===== config.mk =====
export PLATFORM = sky130hd
export DESIGN_NAME = rom_arbiter
export DESIGN_NICKNAME = d
export VERILOG_FILES = /design/src/rtl/rom_arbiter.sv
export SDC_FILE = /design/constraint.sdc
export NUM_CORES = 1
export LEC_CHECK = 0
export ABC_AREA = 1
export CAP_MARGIN = 20
export CORE_MARGIN = 2
export CORE_UTILIZATION = 30
export DETAILED_ROUTE_END_ITERATION = 6
export PLACE_DENSITY = 0.64
export REMOVE_ABC_BUFFERS = 1
export SYNTH_ARGS = -nofsm -noshare
export SYNTH_HDL_FRONTEND = slang
export SYNTH_SLANG_ARGS = --single-unit
export TNS_END_PERCENT = 5

===== constraint.sdc =====
create_clock -name clk -period 1.16 [get_ports clk]
set_input_delay 0.174 -clock clk [delete_from_list [all_inputs] [get_ports clk]]
set_output_delay 0.174 -clock clk [all_outputs]
set_load 0.01 [all_outputs]

===== src/rtl/rom_arbiter.sv =====
// rom_arbiter: shares the instruction ROM read port between the IF and MEM
// stages, with fixed priority, a starvation guard and one-cycle responses.
module rom_arbiter #(
  parameter int ADDR_W    = 16,
  parameter int MAX_WAIT  = 3,
  parameter bit MEM_FIRST = 1'b1
) (
  input  logic              clk,
  input  logic              reset,
  input  logic              if_req,
  input  logic [ADDR_W-1:0] if_addr,
  output logic              if_grant,
  output logic              if_valid,
  output logic [31:0]       if_data,
  input  logic              if_flush,
  input  logic              mem_req,
  input  logic [ADDR_W-1:0] mem_addr,
  output logic              mem_grant,
  output logic              mem_valid,
  output logic [31:0]       mem_data,
  output logic              mem_misaligned,
  output logic [ADDR_W-1:0] rom_address,
  input  logic [31:0]       rom_out
);

  localparam logic [3:0] WAIT_LIMIT = 4'(MAX_WAIT);

  // consecutive lost grants per requester
  logic [3:0] if_wait;
  logic [3:0] mem_wait;

  // pick at most one winner; a starved loser overrides the default priority
  always_comb begin
    if_grant  = 1'b0;
    mem_grant = 1'b0;
    if (!reset) begin
      if (if_req && mem_req) begin
        if (MEM_FIRST) begin
          if (if_wait == WAIT_LIMIT) begin
            if_grant = 1'b1;
          end else begin
            mem_grant = 1'b1;
          end
        end else begin
          if (mem_wait == WAIT_LIMIT) begin
            mem_grant = 1'b1;
          end else begin
            if_grant = 1'b1;
          end
        end
      end else if (if_req) begin
        if_grant = 1'b1;
      end else if (mem_req) begin
        mem_grant = 1'b1;
      end
    end
  end

  // the ROM is always read word-aligned; idle cycles present address zero
  always_comb begin
    rom_address = '0;
    if (mem_grant) begin
      rom_address = {mem_addr[ADDR_W-1:2], 2'b00};
    end else if (if_grant) begin
      rom_address = {if_addr[ADDR_W-1:2], 2'b00};
    end
  end

  // register the ROM word for whichever side won; a flush only hides the valid
  always_ff @(posedge clk) begin
    if (reset) begin
      if_valid       <= 1'b0;
      if_data        <= '0;
      mem_valid      <= 1'b0;
      mem_data       <= '0;
      mem_misaligned <= 1'b0;
    end else begin
      if_valid       <= if_grant && !if_flush;
      mem_valid      <= mem_grant;
      mem_misaligned <= mem_grant && (mem_addr[1:0] != 2'b00);
      if (if_grant) begin
        if_data <= rom_out;
      end
      if (mem_grant) begin
        mem_data <= rom_out;
      end
    end
  end

  // count lost grants, saturating at the limit, cleared on win or idle
  always_ff @(posedge clk) begin
    if (reset) begin
      if_wait  <= '0;
      mem_wait <= '0;
    end else begin
      if (if_req && !if_grant) begin
        if (if_wait < WAIT_LIMIT) begin
          if_wait <= if_wait + 4'd1;
        end
      end else begin
        if_wait <= '0;
      end
      if (mem_req && !mem_grant) begin
        if (mem_wait < WAIT_LIMIT) begin
          mem_wait <= mem_wait + 4'd1;
        end
      end else begin
        mem_wait <= '0;
      end
    end
  end

endmodule


==> results.toml <==
[power_and_ir_drop]
finalPower_mw = 6.168
ir_drop_mv = 0.6259
netSwitchingPower_mw = 1.644
comb_power_share = 0.199
p_clk_frac = 0.360
leakagePower_nw = 2.486
power_density_nw_per_um2 = 1252
seq_power_share = 0.441
intPower_mw = 4.524
swShare = 0.2666

[yosys]
synth_top_cell_by_area = "dfxtp_1"
yosysWarningCount = 0
yosysUniqueCellTypes = 20
syn-cell-area_um2 = 3022
synth.top_cell.area_share = 0.4704
async_flop_share = 0
synthTopCellsByCount = "129 x nand2_1, 71 x dfxtp_1, 66 x nand3_1, 65 x inv_1, 25 x o21ai_1"
yosysSeqAreaShare = 0.4704
synth_edf_count = 0
synthTopCellsByArea = "dfxtp_1 47%, nand2_1 16%, nand3_1 11%"
syn_inst = 423
yosys_register_bits = 71
yosysMostFrequentCell = "nand2_1"
syn_avg_cell_area_um2 = 7.143
synth_ff_type = "dfxtp_1"

[sta]
finalMaxSlewViolations = 0
setup_slack_ps = -488.4
timing.hold.ws_ps = 366.7
setup_tns_ps = -18160
fin_crit_ps = 1648
skew_ps = 7.301
setup_viol = 83
rsz0062_at_grt = "yes"
clock.fmax_mhz = 606.6
hold_viol_final = 0
period_share = 1.421

[floorplanning]
die-area_um2 = 10890
row_count = 36
core_um2 = 9774
initial_core_util = 0.3091
ioPinCount = 154
die_h_um = 104.4
die_w_um = 104.4

[drt]
via_per_inst = 4.294
drt-pass1-iter-count = 4
ant_nets = 0
routedWlPerCell_um = 12.63
drt_iter0_markers = 123
drc = 0
routed_wl_um = 8941
num_vias = 3040

[global_route]
antenna_found_initial = 0
overflow = 0
grt_max_degree = 66
grt_pass1_vias = 2922
use_met3 = 0.04198
grt_use_total = 0.1625
grt_pass1_wl_um = 14330
grt_use_met2 = 0.2913
grt_busiest_layer = "met2"
grt.met1_usage = 0.1842

[critical_path]
crit_cells = 8
setup.worst_path.start_class = "register"
crit_path_top_delay_cell = "dfxtp_2"
cp_top_family = "flip-flops"
crit_required_ps = 990
crit_path_frequent_cell = "nand2_1"
r2r_start = "if_wait[0]"
rrSetupSlack_ps = -200
worstSetupPathType = "register to primary output"
endpoint = "rom_address[14]"
r2r_end = "mem_data[22]"
slowest_delay_ps = 360
cp-end-kind = "primary output"
crit_start = "if_wait[0]"
ff2ff_path_depth = 7
path_max_fanout = 8
critical_path_arrival_ps = 1470
worst-path-buf-inv = 3
worstPathCellList = "ha_4 > nand3_4 > nand2_4 > inv_6 > buf_16 > nand2_1 > nand2_1 > buf_2"

[cells_and_area]
layout.cells.non_filler = 708
fill_cells = 974
drive_gt1_frac = 0.1739
n_antenna_cell = 0
nets = 640
area_growth_pct = 63.06
final_area_um2 = 4927

[clock_tree]
cts_max_level = 3
cts_tree = "done"
cts.sinks = 71
root_buffer = "clkbuf_8"
clk_latency_ps = 340
clock_path_buffers = 2
cts_hold_buf = 0
cts_made_buffers = 9
path_clk_slew_ps = 80

[run_status]
status = "complete, but fails checks"
violations = "negative setup slack"

[hold_path]
whs_path_depth = 2
hold_class = "input pin to register"

[placed_design]
dp_hpwl_um = 6008
gp_congestion = 0.7635
placed_area_um2 = 4588
dp_cells = 687
portBuffers = 149

[run]
max-cap-violations = 0
==> how the worst min path moves through the flow <==
stage	startpoint	endpoint	slack, ps
finish	if_flush	if_valid	370
global route	if_flush	if_valid	380
CTS	if_flush	if_valid	350
detailed placement	if_wait[2]	if_wait[2]	460
global placement	if_wait[2]	if_wait[2]	450
floorplan	if_flush	if_valid	250
==> layout by cell type, fill, tap and decap left out, drive strengths merged <==
master,count
clkinv,3
clkbuf,29
o21ai,31
xor2,1
ha,1
nand2,133
conb,2
inv,66
nand3b,1
a21oi,8
clkdlybuf4s50,66
buf,28
dfxtp,71
nand3,66
dlygate4sd2,13
clkinvlp,1
clkdlybuf4s15,37
bufinv,2
nor2,16
==> through the flow <==
stage,util,setup slack (ps)
after CTS,0.4900,-511.6
after floorplan,-,-859.6
after detailed placement,0.4694,-860.1
after global placement,0.4694,-857.0
after global routing,0.5041,-587.8
final,0.5041,-488.4
==> final cells by class <==
type	count	area [um^2]	area share
clock inverter	5	81.33	0.01651
timing repair inverter	1	8.758	0.001778
inverter	66	265.3	0.05383
sequential	71	1424	0.2890
multi-input combinational	259	1287	0.2613
timing repair buffer	162	1553	0.3151
clock buffer	11	141.4	0.02869
tap	133	166.4	0.03377
==> sequential cells by signal, indices dropped and copies added (netlist names) <==
signal          flops
if_valid            1
mem_valid           1
if_data            32
mem_data           32
mem_misaligned      1
if_wait             4
==> worst register-to-register path: cells and delay by family (launching register included) <==
family / cells / cell delay (ps)
flip-flops: 1 / 360
adder cells (fa/ha/maj): 1 / 180
AND/OR/NAND/NOR: 3 / 280
AO/OA/AOI/OAI: 1 / 100
buffers and inverters: 2 / 370
==> what timing repair did <==
item / in CTS / in global routing
pin swaps: 7 / 7
buffers inserted: 0 / 3
setup endpoints to repair: 150 / 136
gates cloned: 1 / 1
gates resized for setup: 164 / 100
==> routing by layer <==
layer | up-vias | wire (um)
met5 | - | 0
met4 | 0 | 130
met3 | 12 | 492
met2 | 81 | 4482
met1 | 1361 | 3835
li1 | 1586 | -
==> cells by family (layout without fill, tap and decap cells) <==
family	after synthesis	count (layout)	share of synthesized area
DFF	71	71	0.4704
buffers and inverters	94	245	0.1482
xor gates and xnor gates	1	1	0.002899
adders and majority gates	1	1	0.004140
other	1	2	0.001241
AOI/OAI and AO/OA	39	39	0.06460
and+or+nand+nor	216	216	0.3085
==> power groups by stage <==
| stage | combinational (mW) | clock [mW] | sequential (mW) |
|---|---|---|---|
| 2_1_floorplan | 0.389 | 0 | 2.86 |
| 3_3_place_gp | 1.27 | 0 | 2.77 |
| 3_5_place_dp | 1.29 | 0 | 2.78 |
| 4_1_cts | 1.18 | 2.27 | 2.71 |
| 5_1_grt | 1.35 | 2.40 | 2.74 |
| 6_report | 1.23 | 2.22 | 2.72 |
Note: power is estimated with default switching activity, not from simulation.
